===== src/rtl/phase_acc_bank.sv =====
`default_nettype none
// ============================================================================
// Module   : phase_acc_bank
// Purpose  : Time-multiplexed 32-bit phase accumulator for all synth voices.
//            Each sample_tick sweeps every voice: the voice's note index goes
//            to the ROM stage on sound_out, the phase increment comes back on
//            constant_in one clock later, and the updated phase is streamed
//            out on phase_out/phase_voice/phase_valid. Also holds the
//            per-voice note table (sound, gate, pending retrigger).
// Ports    : clk, reset_reg_N (async, active-low)
//            sample_tick              - start one sweep
//            note_wr/voice/sound/gate/retrig - note table write port
//            sound_out                - note index to ROM stage (registered)
//            constant_in              - phase increment from ROM (1-cycle lat.)
//            phase_out/phase_voice/phase_valid - updated phase stream
//            busy, overrun            - sweep status / dropped tick pulse
// Revision : 1.0 - initial release
// ============================================================================
module phase_acc_bank #(
    parameter  int VOICES  = 8,
    parameter  int PHASE_W = 32,
    parameter  int CONST_W = 24,
    localparam int VW      = $clog2(VOICES)
) (
    input  logic               clk,
    input  logic               reset_reg_N,
    input  logic               sample_tick,
    input  logic               note_wr,
    input  logic [VW-1:0]      note_voice,
    input  logic [8:0]         note_sound,
    input  logic               note_gate,
    input  logic               note_retrig,
    output logic [8:0]         sound_out,
    input  logic [CONST_W-1:0] constant_in,
    output logic [PHASE_W-1:0] phase_out,
    output logic [VW-1:0]      phase_voice,
    output logic               phase_valid,
    output logic               busy,
    output logic               overrun
);

    localparam logic [1:0]    c_ST_IDLE    = 2'd0;
    localparam logic [1:0]    c_ST_SWEEP   = 2'd1;
    localparam logic [1:0]    c_ST_DRAIN   = 2'd2;
    localparam logic [VW-1:0] c_LAST_VOICE = VW'(VOICES - 1);
    // Drain lasts until the last voice's phase has been presented, so busy
    // covers every phase_valid cycle of the sweep.
    localparam logic [1:0]    c_DRAIN_LAST = 2'd2;

    logic [1:0]         r_state;
    logic [VW-1:0]      r_issue_cnt;
    logic [1:0]         r_drain_cnt;

    // Voice tag pipeline: stage 1 aligns with sound_out, stage 2 with
    // constant_in coming back from the ROM.
    logic               r_p1_valid;
    logic [VW-1:0]      r_p1_voice;
    logic               r_p2_valid;
    logic [VW-1:0]      r_p2_voice;

    logic [8:0]         r_sound [VOICES];
    logic [VOICES-1:0]  r_gate;
    logic [VOICES-1:0]  r_retrig_pend;
    logic [PHASE_W-1:0] r_phase [VOICES];

    logic               w_issue;
    logic               w_acc_hit;
    logic               w_wr_retrig_hit;
    logic [PHASE_W-1:0] w_new_phase;

    // Voice 0 is issued on the very edge that accepts the tick, so the
    // counter sits at 0 whenever the FSM is idle.
    assign w_issue = ((r_state == c_ST_IDLE) && sample_tick) ||
                     (r_state == c_ST_SWEEP);

    // ------------------------------------------------------------------
    // Sweep control and issue to ROM
    // ------------------------------------------------------------------
    always_ff @(posedge clk or negedge reset_reg_N) begin
        if (!reset_reg_N) begin
            r_state     <= c_ST_IDLE;
            r_issue_cnt <= '0;
            r_drain_cnt <= '0;
            r_p1_valid  <= 1'b0;
            r_p1_voice  <= '0;
            sound_out   <= '0;
            busy        <= 1'b0;
            overrun     <= 1'b0;
        end else begin
            overrun    <= sample_tick && (r_state != c_ST_IDLE);
            r_p1_valid <= w_issue;
            if (w_issue) begin
                sound_out  <= r_sound[r_issue_cnt];
                r_p1_voice <= r_issue_cnt;
                busy       <= 1'b1;
                if (r_issue_cnt == c_LAST_VOICE) begin
                    r_state     <= c_ST_DRAIN;
                    r_issue_cnt <= '0;
                    r_drain_cnt <= '0;
                end else begin
                    r_state     <= c_ST_SWEEP;
                    r_issue_cnt <= r_issue_cnt + 1'b1;
                end
            end else if (r_state == c_ST_DRAIN) begin
                if (r_drain_cnt == c_DRAIN_LAST) begin
                    r_state <= c_ST_IDLE;
                    busy    <= 1'b0;
                end else begin
                    r_drain_cnt <= r_drain_cnt + 2'd1;
                end
            end
        end
    end

    // ------------------------------------------------------------------
    // Accumulate stage
    // ------------------------------------------------------------------
    // A retrigger written in the same cycle the voice accumulates takes
    // effect immediately instead of being parked as a pending flag.
    assign w_acc_hit       = r_p2_valid && note_wr && (note_voice == r_p2_voice);
    assign w_wr_retrig_hit = w_acc_hit && note_retrig;

    always_comb begin
        w_new_phase = r_phase[r_p2_voice];
        if (r_retrig_pend[r_p2_voice] || w_wr_retrig_hit) begin
            w_new_phase = '0;
        end else if (r_gate[r_p2_voice]) begin
            w_new_phase = r_phase[r_p2_voice] + PHASE_W'(constant_in);
        end
    end

    always_ff @(posedge clk or negedge reset_reg_N) begin
        if (!reset_reg_N) begin
            r_p2_valid  <= 1'b0;
            r_p2_voice  <= '0;
            phase_valid <= 1'b0;
            phase_out   <= '0;
            phase_voice <= '0;
            for (int i = 0; i < VOICES; i++) begin
                r_phase[i] <= '0;
            end
        end else begin
            r_p2_valid  <= r_p1_valid;
            r_p2_voice  <= r_p1_voice;
            phase_valid <= r_p2_valid;
            if (r_p2_valid) begin
                r_phase[r_p2_voice] <= w_new_phase;
                phase_out           <= w_new_phase;
                phase_voice         <= r_p2_voice;
            end
        end
    end

    // ------------------------------------------------------------------
    // Note table
    // ------------------------------------------------------------------
    always_ff @(posedge clk or negedge reset_reg_N) begin
        if (!reset_reg_N) begin
            r_gate        <= '0;
            r_retrig_pend <= '0;
            for (int i = 0; i < VOICES; i++) begin
                r_sound[i] <= '0;
            end
        end else begin
            // The accumulating voice consumes its pending retrigger.
            if (r_p2_valid) begin
                r_retrig_pend[r_p2_voice] <= 1'b0;
            end
            if (note_wr) begin
                r_sound[note_voice] <= note_sound;
                r_gate[note_voice]  <= note_gate;
                if (note_retrig && !w_acc_hit) begin
                    r_retrig_pend[note_voice] <= 1'b1;
                end
            end
        end
    end

endmodule
`default_nettype wire


===== config.mk =====
export PLATFORM = sky130hd
export DESIGN_NAME = phase_acc_bank
export DESIGN_NICKNAME = d
export VERILOG_FILES = /design/src/rtl/phase_acc_bank.sv
export SDC_FILE = /design/constraint.sdc
export NUM_CORES = 1
export LEC_CHECK = 0
export BUFFER_PORTS_ARGS = -buffer_cell sky130_fd_sc_hd__buf_2
export CELL_PAD_IN_SITES_DETAIL_PLACEMENT = 0
export CELL_PAD_IN_SITES_GLOBAL_PLACEMENT = 2
export CORE_MARGIN = 1
export CORE_UTILIZATION = 42
export CTS_CLUSTER_DIAMETER = 200
export DETAILED_ROUTE_END_ITERATION = 7
export GPL_TIMING_DRIVEN = 0
export PLACE_DENSITY_LB_ADDON = 0.1
export SYNTH_ARGS = -nofsm -noshare
export SYNTH_HDL_FRONTEND = slang
export SYNTH_SLANG_ARGS = --single-unit

===== constraint.sdc =====
create_clock -name clk -period 6.24 [get_ports clk]
set_input_delay 0.312 -clock clk [delete_from_list [all_inputs] [get_ports clk]]
set_output_delay 0.312 -clock clk [all_outputs]
set_load 0.01 [all_outputs]

; Word level (Yosys, flattened, before mapping)
; Index checks and enable logic that the tools add are counted.
[word_totals]
register_bits = 406
[op_classes]
add_sub_neg = 3
n_lt_le_gt_ge = 9
n_eq_ne = 7
muxes = 38
bitwise = 6
reduce_logical = 19
[ops]
columns = operator, n
row1 = 256-bit bitwise mux, 1
row2 = 32-bit two-way mux, 5
row3 = 32-bit binary-select mux with 3-bit select, 1
row4 = 32-bit demux with 3-bit select, 1
row5 = 72-bit bitwise mux, 1
row6 = 32-bit by 24-bit adder with 32-bit output, 1
row7 = 9-bit binary-select mux with 3-bit select, 1
row8 = 9-bit demux with 3-bit select, 1
row9 = 9-bit two-way mux, 3
row10 = 8-bit two-way mux, 3
row11 = 2-bit two-way mux, 8
row12 = 4-bit greater-or-equal comparator (second input constant), 3
row13 = 3-bit NOT with 4-bit output, 3
row14 = 1-bit logical AND, 10
row15 = 8-bit bitwise AND, 1
row16 = 8-bit bitwise mux, 1
row17 = 3-bit by 4-bit less-than comparator with 1-bit output (second input constant), 2
row18 = 4-bit by 1-bit less-than comparator with 1-bit output (second input constant), 2
row19 = 8-bit NOT, 1
row20 = 8-bit OR, 1
row21 = 1-bit two-way mux, 7
row22 = 1-bit binary-select mux with 3-bit select, 2
row23 = 1-bit demux with 3-bit select, 2
row24 = 3-bit by 1-bit greater-or-equal comparator with 1-bit output (second input constant), 2
row25 = 15 further kinds, 19

; Depth between registers and ports, before layout
; Gate-level depths: netlist (run 1).
[logic_depth]
word_depth = 10
mapped_depth = 18
ltp_nobuf = 13

; Worst setup path after synthesis (run 1)
; OpenSTA, ideal clock, no wires.
[synth_timing]
path_type = flip-flop to flip-flop
start = register r_p2_voice[0]
end = register r_phase[114] (netlist name)
setup_time_ns = 0.141
arrival_ns = 4.434
required_ns = 6.099
setup_slack_ns = 1.665
path_stages_with_launch = 19
synth_period_minus_slack_ns = 4.575
path_cell_list = dfrtp_1 buf_6 buf_8 buf_4 buf_4 buf_4 mux4_2 mux2i_1 inv_1 ha_1 fa_1 a211oi_1 o21ai_0 a211o_1 and2_1 a311oi_1 xnor2_1 a22oi_1 o21ai_0
[synth_via]
elab_chain_cells = 8
word_cells_on_any_way = 21
classes_between = add/sub: 1 / order compare: 2 / eq/ne: 1 / mux: 12 / bitwise: 1 / reduce/logical: 4
[synth_rtl]
columns = element, line_no
row1 = "start, declared", 59  ; logic [VW-1:0] r_p2_voice;
row2 = "start signal, assigned", 144  ; r_p2_voice <= r_p1_voice;
row3 = 3-bit NOT with 4-bit output (implied by the code), "124, 128, 147"
row4 = 32-bit binary-select mux with 3-bit select, "124, 128"
row5 = 32-bit two-way mux (implied by the code) (2 in a row), "124, 128"
row6 = 32-bit by 24-bit adder with 32-bit output, 128  ; w_new_phase = r_phase[r_p2_voice] + PHASE_W'(constant_in);
row7 = 32-bit two-way mux, 127  ; end else if (r_gate[r_p2_voice]) begin
row8 = 32-bit two-way mux, 125  ; if (r_retrig_pend[r_p2_voice] || w_wr_retrig_hit) begin
row9 = 256-bit bitwise mux (*), 147  ; r_phase[r_p2_voice] <= w_new_phase;
row10 = "end signal, assigned by index", 147
row11 = "end, declared", 64  ; logic [PHASE_W-1:0] r_phase [VOICES];
; Mark *: on every way between the ends. The rest lies on a longest branch, timed or not. The select of a mux whose other input is x is not followed.
; A chain may end at the register's enable or synchronous reset.

; Final worst setup path (run 1)
[layout_timing]
start = register r_p2_voice[2]
end = register r_phase[29] (netlist name)
; The elaborated chain is that of the path after synthesis.

==> flow_summary_export.csv, run 1 <==
group,metric,value,unit
status,outcome,"complete, but fails checks",
status,violations,"DRC",
floorplan,ios,89,
clock_network,postCtsSetupBuffers,0,
finish,n_antenna_cell,0,
floorplan,dieArea,0.0468,mm2
worst_setup_path,cpMaxStageDelayCell,"clkbuf_1",
flow_run,max-cap-violations,0,
timing,setup_violations,0,
worst_setup_path,cp_num_cells,15,
logic_synthesis,yosysTopAreaCell,"dfrtp_1",
logic_synthesis,synth_nets,1766,
drt,detail_route.wl_per_cell,24.6,um
floorplan,die_w,216,um
worst_setup_path,reg2reg_depth,15,
worst_setup_path,cp-start-kind,"flip-flop",
clock_network,cts-root-buf,"clkbuf_16",
logic_synthesis,synth-main-ff-cell,"dfrtp_1",
logic_synthesis,synthArstFlopShare,1.00,
worst_setup_path,cp.arrival,6420,ps
finish,utilization,0.487,
place,dpl_cell_area,0.0206,mm2
pwr,power_density,635,mW/mm2
drt,firstDrtPassIters,7,
logic_synthesis,synth_cell_types,66,
worst_setup_path,cp_cell_sequence,"buf_6, buf_4, buf_2, clkbuf_1, mux4_2, mux2_2, ha_1, a21oi_1, nor2_1, a2111oi_2, a211oi_2, o211ai_1, nand2_1, a211oi_4, o21ai_2",
clock_network,clkSinkCount,406,
worst_setup_path,endpoint,"r_phase[29]",
timing,slew_violations,0,
worst_setup_path,crit_family,"compound AO/OA/AOI/OAI gates",
worst_setup_path,startpoint,"r_p2_voice[2]",
worst_setup_path,slowest_delay,750,ps
timing,max_freq,0.167,GHz
global_routing,antenna_found_initial,0,
global_routing,grt.overflow.total,0,
timing,final.setup.tns,0,ps
timing,hold_violations,0,
min_path,hold_path.startpoint,"note_sound[4]",
worst_setup_path,cp_max_fo,19,
timing,period_share,0.958,
worst_setup_path,rrSetupSlack,260,ps
place,dp_cells,2387,
worst_setup_path,path_class,"flip-flop to flip-flop",
logic_synthesis,yosysSeqAreaShare,0.527,
global_routing,grt_max_degree,118,
logic_synthesis,synth_top_area_frac,0.527,
finish,drive_gt1_frac,0.231,
drt,drt_iter0_drc,1321,
clock_network,clock_latency,590,ps
finish,fin_area,0.0221,mm2
global_routing,grt_first_pass_wirelength,92.3,mm
drt,postRouteAntennaNets,0,
finish,area_growth,14.5,%
timing,slew_headroom,0.293,
clock_network,cts.path.max_buffers,3,
worst_setup_path,r2r_start,"r_p2_voice[2]",
logic_synthesis,netlist_area,0.0193,mm2
finish,nFillCells,4229,
floorplan,start_util,0.425,
drt,post-route-drc-count,1,
logic_synthesis,synthTopCellsByArea,"dfrtp_1 53%, mux4_2 8.9%, o21ai_0 6.9%",
place,port_buffers,88,
pwr,ir_drop,0.000274,V
timing,fin_skew,13.4,ps
logic_synthesis,synth_cells,1696,
timing,rsz0062_at_grt,"false",
clock_network,htreeDepth,2,
floorplan,core_area,0.0454,mm2
drt,drt-total-wl,60.6,mm
worst_setup_path,cp_num_buf_inv,4,
finish,num-nets-final,1905,
logic_synthesis,syn_area_per_cell,11.4,um2
logic_synthesis,synth-edff-count,0,
place,gp_congestion,0.848,
timing,period_needed,5980,ps
logic_synthesis,yosysWarnings,0,
timing,tightest_slew,1060,ps
global_routing,grt_pass1_vias,14300,
drt,vias_per_cell,5.67,
floorplan,die_height,216,um
finish,fin_cells,2469,
drt,vias,14000,
logic_synthesis,synth-seq-cells,406,
pwr,power.leakage,9.84,nW
worst_setup_path,required,6680,ps
global_routing,grt.total_usage,0.267,
place,dp_hpwl,40.1,mm
min_path,min_path_type,"primary input to flip-flop",
clock_network,cts_tree,"done",
timing,holdWs,69.3,ps
worst_setup_path,rr_endpoint,"r_phase[29]",
clock_network,cts_buffers,45,
worst_setup_path,cp-end-kind,"flip-flop",
floorplan,core.rowCount,78,
clock_network,clk_pin_slew,60,ps
-- where the power goes --
| group | internal, W | switching (W) |
|---|---|---|
| logic | 0.00259 | 0.00463 |
| clock network | 0.00152 | 0.00112 |
| registers | 0.00366 | 0.000515 |
| total | 0.00776 | 0.00627 |
-- synthesized netlist by cell type (all sizes together) (7+ instances only) --
cell    number
dfrtp      406
nand2      345
o21ai      287
mux2       115
mux4        86
clkbuf      60
buf         53
a21oi       43
nor2        41
mux2i       32
o31ai       30
ha          27
inv         17
nand3       17
nor3        12
xnor2       12
xor2        11
nor2b        9
o211ai       9
a211oi       8
and2         7
-- worst min-delay path by stage --
stage                        to  slack (ps)  cells after the start
global placement     r_p2_valid         330                      0
detailed placement   r_p2_valid         330                      0
floorplan                  busy          20                      0
global route        r_sound[63]          60                      2
CTS                 r_sound[40]          40                      2
finish              r_sound[40]          70                      2
-- area by class of cell --
type,count,area (um2),area share
Timing Repair Buffer,93,553,0.0250
Inverter,17,63.8,0.00289
Multi-Input combinational cell,1158,8530,0.386
Sequential cell,406,10200,0.460
Clock buffer,66,1280,0.0582
Tap cell,600,751,0.0340
Clock inverter,15,160,0.00725
Buffer,114,574,0.0260
-- metal layers --
| metal | GRT usage | vias to the layer above | share of wire | routed length, um |
|---|---|---|---|---|
| met3 | 0.0385 | 105 | 0.046 | 2810 |
| met4 | 0.0932 | 0 | 0.033 | 2000 |
| met5 | 0 | - | 0 | 0 |
| met1 | 0.370 | 7177 | 0.45 | 27100 |
| met2 | 0.430 | 372 | 0.47 | 28700 |
| li1 | - | 6334 | - | - |
-- sequential cells by signal (all words and copies together) (netlist names) --
name           flops
r_sound           72
phase_out         32
busy               1
r_p1_valid         1
r_state            2
r_gate             8
r_drain_cnt        2
r_issue_cnt        3
sound_out          9
r_p2_voice         3
r_phase          256
phase_valid        1
phase_voice        3
r_retrig_pend      8
r_p1_voice         3
r_p2_valid         1
overrun            1
-- cell families (layout without fill, tap and decap cells) --
logic type	after synthesis	after routing	synth area share
simple gates	461	461	0.101
compound gates	413	413	0.123
flops	406	406	0.527
mux	233	233	0.187
buf+inv	132	305	0.0331
fa+ha+maj	28	28	0.0186
xor+xnor	23	23	0.0108
-- timing repair --
| item | 4_1_cts | 5_1_grt |
|---|---|---|
| hold buffers | 2 | 0 |
| endpoints found under the setup margin | 67 | 90 |
| gates resized for setup | 1 | 14 |
| hold endpoints to repair | 87 | 0 |
| pin swaps | 0 | 0 |
-- cells in the final DEF, fill, tap and decap left out, drive strengths merged, types with 8 or more instances in the layout --
master / synthesis / routed
dfrtp: 406 / 406
nand2: 345 / 345
o21ai: 287 / 287
buf: 53 / 142
clkbuf: 60 / 127
mux2: 115 / 115
mux4: 86 / 86
a21oi: 43 / 43
nor2: 41 / 41
mux2i: 32 / 32
o31ai: 30 / 30
ha: 27 / 27
inv: 17 / 18
nand3: 17 / 17
nor3: 12 / 12
xnor2: 12 / 12
xor2: 11 / 11
clkinv: 0 / 10
nor2b: 9 / 9
o211ai: 9 / 9
a211oi: 8 / 8
-- worst reg2reg max path: cells and delay by family, from the launching register on --
kind	cells	cell delay (ps)
compound gates	6	2490
fa+ha+maj	1	220
buf+inv	4	1680
flops	1	410
mux	2	740
simple gates	2	310
-- stage by stage --
step / worst slack (ps) / power [W]
3_5_place_dp: -210 / 0.0114
2_1_floorplan: 1660 / 0.00885
5_1_grt: 67.6 / 0.0150
6_report: 262 / 0.0140
3_3_place_gp: -3580 / 0.0113
4_1_cts: 32.4 / 0.0141
Power figures use the tool's default switching activity.
==> run 2: changes to the inputs <==
--- a/config.mk
+++ b/config.mk
@@ -5,11 +5,12 @@
 export SDC_FILE = /design/constraint.sdc
 export NUM_CORES = 1
 export LEC_CHECK = 0
+export ABC_AREA = 1
 export BUFFER_PORTS_ARGS = -buffer_cell sky130_fd_sc_hd__buf_2
 export CELL_PAD_IN_SITES_DETAIL_PLACEMENT = 0
 export CELL_PAD_IN_SITES_GLOBAL_PLACEMENT = 2
 export CORE_MARGIN = 1
-export CORE_UTILIZATION = 42
+export CORE_UTILIZATION = 37
 export CTS_CLUSTER_DIAMETER = 200
 export DETAILED_ROUTE_END_ITERATION = 7
 export GPL_TIMING_DRIVEN = 0
==> flow_summary_export.csv, run 2 <==
group,metric,value,unit
global_routing,grt_max_degree,119,
timing,fin_skew,25.2,ps
clock_network,clk_pin_slew,70,ps
logic_synthesis,synth-edff-count,0,
global_routing,grt_use_met3,0.0562,
floorplan,start_util,0.375,
floorplan,dieArea,0.0554,mm2
timing,slew_headroom,0.277,
worst_setup_path,path_class,"flip-flop to flip-flop",
finish,regMostFlops,"r_phase",
logic_synthesis,synth-main-ff-cell,"dfrtp_1",
worst_setup_path,reg2reg_depth,16,
worst_setup_path,crit_family,"simple AND/OR/NAND/NOR gates",
timing,hold_violations,0,
worst_setup_path,slowest_delay,740,ps
logic_synthesis,synth_cells,2558,
place,dp_hpwl,57.5,mm
floorplan,core_area,0.0538,mm2
worst_setup_path,cp-start-kind,"flip-flop",
worst_setup_path,cp_cell_sequence,"buf_4, inv_1, nor2_4, inv_2, clkbuf_1, nor2_1, o21ai_0, o2111ai_1, ha_1, nand2_1, nor2_1, nand2_1, o211ai_1, nand3_1, nand4_1, nand2_1",
global_routing,grt.overflow.total,0,
clock_network,clkSinkCount,406,
worst_setup_path,startpoint,"r_p2_voice[2]",
worst_setup_path,cpMaxStageDelayCell,"o211ai_1",
logic_synthesis,synth_nets,2628,
timing,period_share,0.818,
clock_network,clock_latency,610,ps
worst_setup_path,r2r_start,"r_p2_voice[2]",
finish,area_growth,15.3,%
timing,tightest_slew,1080,ps
logic_synthesis,yosysSeqAreaShare,0.504,
worst_setup_path,cp_max_fo,10,
timing,period_needed,5100,ps
floorplan,core.rowCount,85,
clock_network,cts.path.max_buffers,3,
place,dp_cells,3345,
clock_network,cts_tree,"done",
finish,final_cell_mix,"751 x nand2_1, 406 x dfrtp_1, 358 x o21ai_0, 292 x nor2_1, 170 x nand3_1",
timing,rsz0062_at_grt,"false",
worst_setup_path,endpoint,"phase_out[28]",
place,dpl_cell_area,0.0216,mm2
logic_synthesis,synth_cell_types,46,
floorplan,die_w,235,um
finish,num-nets-final,2774,
logic_synthesis,synth_top_area_frac,0.504,
clock_network,htreeDepth,2,
finish,fin_area,0.0232,mm2
logic_synthesis,synth-seq-cells,406,
timing,slew_violations,0,
global_routing,grtUsageMet1,0.438,
logic_synthesis,yosysTopAreaCell,"dfrtp_1",
timing,holdWs,125,ps
logic_synthesis,synthTopCellsByArea,"dfrtp_1 50%, nand2_1 14%, o21ai_0 8.9%",
global_routing,grt.total_usage,0.296,
place,gp_congestion,0.871,
logic_synthesis,syn_area_per_cell,7.88,um2
logic_synthesis,synth.most_common_cell,"nand2_1",
worst_setup_path,rr_endpoint,"phase_out[28]",
min_path,min_path_type,"primary input to flip-flop",
worst_setup_path,cpMostUsedCell,"nand2_1",
finish,largest_register_ffs,256,
drt,postRouteAntennaNets,0,
clock_network,postCtsSetupBuffers,0,
finish,final_common_cell,"nand2_1",
min_path,whs_path_depth,4,
timing,setup_violations,0,
clock_network,cts-root-buf,"clkbuf_16",
finish,reg_top3,"r_phase: 256 flops, r_sound: 72 flops, phase_out: 32 flops",
drt,drt_iter0_drc,1987,
worst_setup_path,cp-end-kind,"flip-flop",
logic_synthesis,yosysWarnings,0,
status,outcome,"complete, no violations",
worst_setup_path,cp.arrival,5590,ps
logic_synthesis,synthArstFlopShare,1.00,
logic_synthesis,ys_top_cells_by_count,"751 x nand2_1, 406 x dfrtp_1, 358 x o21ai_0",
clock_network,ctsResizeCount,0,
drt,vias,18800,
global_routing,grt-busiest-layer,"met2",
global_routing,grt_pass1_vias,17900,
floorplan,die_height,235,um
drt,firstDrtPassIters,5,
worst_setup_path,rrSetupSlack,1140,ps
worst_setup_path,cp_num_cells,16,
global_routing,grt_first_pass_wirelength,121,mm
finish,drive_gt1_frac,0.109,
worst_setup_path,cp_num_buf_inv,4,
global_routing,antenna_found_initial,4,
finish,fin_cells,3439,
timing,max_freq,0.196,GHz
logic_synthesis,netlist_area,0.0202,mm2
flow_run,max-cap-violations,0,
place,port_buffers,88,
floorplan,ios,89,
global_routing,use_met2,0.442,
drt,drt-total-wl,81.9,mm
clock_network,cts_buffers,49,
worst_setup_path,required,6720,ps
drt,detail_route.wl_per_cell,23.8,um
finish,utilization,0.432,
drt,post-route-drc-count,0,
drt,vias_per_cell,5.46,
-- run 2: cell count changes in the layout (fill, tap and decap cells not counted), moves of 23 or more --
cell	previous run	this run
o31ai_1	30	1
nand3_1	17	170
mux4_2	76	0
nor2_1	41	292
clkbuf_1	70	104
nand2_1	345	751
nand4_1	5	51
mux2i_1	28	0
o21ai_0	267	358
mux2_2	115	0
o2111ai_1	1	24
inv_1	17	139
-- run 2: worst min-delay path by stage --
stage	to	slack, ps	from
2_1_floorplan	busy	20	reset_reg_N
3_3_place_gp	r_p2_valid	340	r_p1_valid
3_5_place_dp	r_p2_valid	350	r_p1_valid
4_1_cts	r_sound[6]	100	note_sound[6]
5_1_grt	r_sound[25]	130	note_sound[7]
6_report	r_retrig_pend[0]	120	note_voice[2]
-- run 2: layout make-up --
| class | instances | area [um2] |
|---|---|---|
| antenna | 1 | 2.50 |
| buffer | 142 | 654 |
| clock buffer | 78 | 1500 |
| clock inverter | 11 | 140 |
| fill | 5497 | 30600 |
| inverter | 151 | 568 |
| multi-input combinational | 1859 | 8780 |
| sequential | 406 | 10200 |
| tap | 696 | 871 |
| timing repair buffer | 95 | 573 |
-- run 2: timing repair --
action,in CTS,in global routing
endpoints found under the setup margin,0,0
endpoints found under the hold margin,93,0
hold buffers,4,0
-- run 2: per-layer routing --
layer,routed length [um],share of wire
met1,38300,0.47
met2,35300,0.43
met3,6370,0.078
met4,1930,0.024
met5,12,0.00015
-- run 2: worst reg2reg max path, cell delays in order, from the launching register on --
cell	delay, ps
dfrtp_1	350
buf_4	160
inv_1	110
nor2_4	110
inv_2	240
clkbuf_1	730
nor2_1	80
o21ai_0	170
o2111ai_1	410
ha_1	530
nand2_1	130
nor2_1	210
nand2_1	100
o211ai_1	740
nand3_1	560
nand4_1	290
nand2_1	70
-- run 2: cells by family (layout without fill, tap and decap cells) --
| logic type | after synthesis | count (layout) | share of synthesized area |
|---|---|---|---|
| simple gates | 1329 | 1329 | 0.278 |
| compound gates | 490 | 490 | 0.134 |
| flops | 406 | 406 | 0.504 |
| buf+inv | 293 | 477 | 0.0606 |
| fa+ha+maj | 28 | 28 | 0.0177 |
| xor+xnor | 12 | 12 | 0.00521 |
| other cells | 0 | 1 | 0 |
-- run 2: through the flow --
step / setup WS [ps] / TNS (ps)
3_3_place_gp: -3790 / -1510570
6_report: 1140 / 0
5_1_grt: 934 / 0
2_1_floorplan: 2990 / 0
4_1_cts: 1240 / 0
3_5_place_dp: 1210 / 0
Power of run 2 is not shown: default switching activity piles up to over one toggle a cycle in this logic, so the estimate is an artifact.
==> run 3: changes to the inputs <==
--- a/config.mk
+++ b/config.mk
@@ -10,7 +10,7 @@
 export CELL_PAD_IN_SITES_DETAIL_PLACEMENT = 0
 export CELL_PAD_IN_SITES_GLOBAL_PLACEMENT = 2
 export CORE_MARGIN = 1
-export CORE_UTILIZATION = 37
+export CORE_UTILIZATION = 34
 export CTS_CLUSTER_DIAMETER = 200
 export DETAILED_ROUTE_END_ITERATION = 7
 export GPL_TIMING_DRIVEN = 0
==> constraint.sdc (replaced) <==
create_clock -name clk -period 4.6 [get_ports clk]
set_input_delay 0.23 -clock clk [delete_from_list [all_inputs] [get_ports clk]]
set_output_delay 0.23 -clock clk [all_outputs]
set_load 0.01 [all_outputs]
==> flow_summary_export.csv, run 3 (same netlist as run 2, synthesis figures left out) <==
group,metric,value,unit
status,outcome,"complete, no violations",
timing,slew_headroom,0.118,
worst_setup_path,path_class,"flip-flop to flip-flop",
global_routing,grt_pass1_vias,18300,
worst_setup_path,required,5130,ps
drt,postRouteAntennaNets,0,
worst_setup_path,cpMaxStageDelayCell,"clkbuf_2",
timing,final.setup.tns,0,ps
timing,slew_violations,0,
global_routing,grt_max_degree,106,
timing,setup_violations,0,
drt,drt_iter0_drc,1839,
finish,num-nets-final,2778,
worst_setup_path,crit_family,"buffers and inverters",
global_routing,grt.total_usage,0.286,
timing,hold_violations,0,
timing,period_needed,4450,ps
timing,tightest_slew,1320,ps
finish,final_common_cell,"nand2_1",
finish,regMostFlops,"r_phase",
drt,drt-total-wl,84.6,mm
drt,firstDrtPassIters,5,
finish,area_growth,16.4,%
finish,nFillCells,6070,
worst_setup_path,cp.arrival,4970,ps
finish,largest_register_ffs,256,
drt,vias,19000,
global_routing,grt_first_pass_wirelength,126,mm
floorplan,core_area,0.0581,mm2
timing,holdWs,29.8,ps
clock_network,cts-root-buf,"clkbuf_16",
floorplan,start_util,0.347,
worst_setup_path,cp_num_cells,17,
clock_network,clkSinkCount,406,
drt,detail_route.wl_per_cell,24.1,um
place,port_buffers,88,
global_routing,grt.overflow.total,0,
clock_network,cts.path.max_buffers,3,
place,gp_congestion,0.887,
worst_setup_path,slowest_delay,460,ps
drt,vias_per_cell,5.41,
floorplan,die_w,246,um
worst_setup_path,cp_cell_sequence,"buf_4, inv_2, buf_6, buf_4, clkbuf_2, nor2_1, o2111ai_2, ha_1, nand2_1, inv_1, a21oi_1, nand2_1, xor2_1, or2_2, buf_1, nand3_1, nand2_1",
worst_setup_path,cp-end-kind,"flip-flop",
worst_setup_path,cp_num_buf_inv,7,
clock_network,clk_pin_slew,60,ps
flow_run,max-cap-violations,0,
floorplan,dieArea,0.0603,mm2
finish,final_cell_mix,"751 x nand2_1, 406 x dfrtp_1, 357 x o21ai_0, 292 x nor2_1, 167 x nand3_1",
timing,fin_skew,23.0,ps
timing,max_freq,0.225,GHz
worst_setup_path,cp_max_fo,10,
min_path,min_path_type,"primary input to flip-flop",
worst_setup_path,cpMostUsedCell,"nand2_1",
floorplan,core.rowCount,88,
clock_network,htreeDepth,2,
floorplan,die_height,246,um
worst_setup_path,reg2reg_depth,17,
clock_network,clock_latency,610,ps
finish,reg_top3,"r_phase: 256 flops, r_sound: 72 flops, phase_out: 32 flops",
clock_network,cts_tree,"done",
drt,post-route-drc-count,0,
finish,utilization,0.404,
place,dp_hpwl,59.1,mm
worst_setup_path,cp-start-kind,"flip-flop",
finish,drive_gt1_frac,0.116,
clock_network,cts_buffers,48,
floorplan,ios,89,
timing,period_share,0.967,
min_path,whs_path_depth,3,
global_routing,antenna_found_initial,6,
==> run 3: worst register-to-register path, delay by kind of cell (launching register included) <==
kind	cells	cell delay (ps)
AOI/OAI and AO/OA	2	520
buffers and inverters	7	1650
xor gates and xnor gates	1	440
and+or+nand+nor	6	1000
adders and majority gates	1	400
DFF	1	360
==> run 3: per-layer routing <==
metal	global-route usage	share of wire	vias to the layer above
met1	0.429	0.47	9484
met5	0	0.00014	-
met2	0.433	0.44	706
met3	0.0363	0.071	102
met4	0.0676	0.020	2
li1	-	-	8682
==> run 3: final timing paths <==
check                      slack (ps)          start             to
min in group asynchronous         220    reset_reg_N   r_phase[195]
hold reg to reg                   370     r_p1_valid     r_p2_valid
setup reg to reg                  150  r_p2_voice[0]   phase_out[7]
max in group asynchronous        2720    reset_reg_N  phase_out[29]
setup / recovery                  150  r_p2_voice[0]   phase_out[7]
hold / removal                     30  note_sound[2]     r_sound[2]
==> run 3: repair_timing <==
action	in CTS	in global routing
endpoints found under the setup margin	99	54
resized for setup	7	13
pin swaps	1	0
hold buffers	8	0
setup buffers	1	0
endpoints found under the hold margin	94	0
==> run 3: through the flow <==
stage | area, um2 | cells | setup slack [ps]
final | 23500 | 3510 | 153
after global routing | 23500 | 3508 | -12.8
after CTS | 23400 | 3508 | 18.6
after detailed placement | 21700 | 3415 | -405
after global placement | 21600 | 3411 | -5430
after floorplan | 20200 | 2558 | 1350
==> run 3: layout make-up <==
class / instances / area [um2] / share of cell area
sequential: 406 / 10200 / 0.433
timing repair buffer: 101 / 648 / 0.0276
clock buffer: 71 / 1440 / 0.0613
antenna: 2 / 5.00 / 0.000213
tap: 765 / 957 / 0.0408
inverter: 151 / 568 / 0.0242
clock inverter: 14 / 203 / 0.00864
multi-input combinational: 1859 / 8820 / 0.376
buffer: 141 / 659 / 0.0281
Power of run 3 is left out for the same reason.
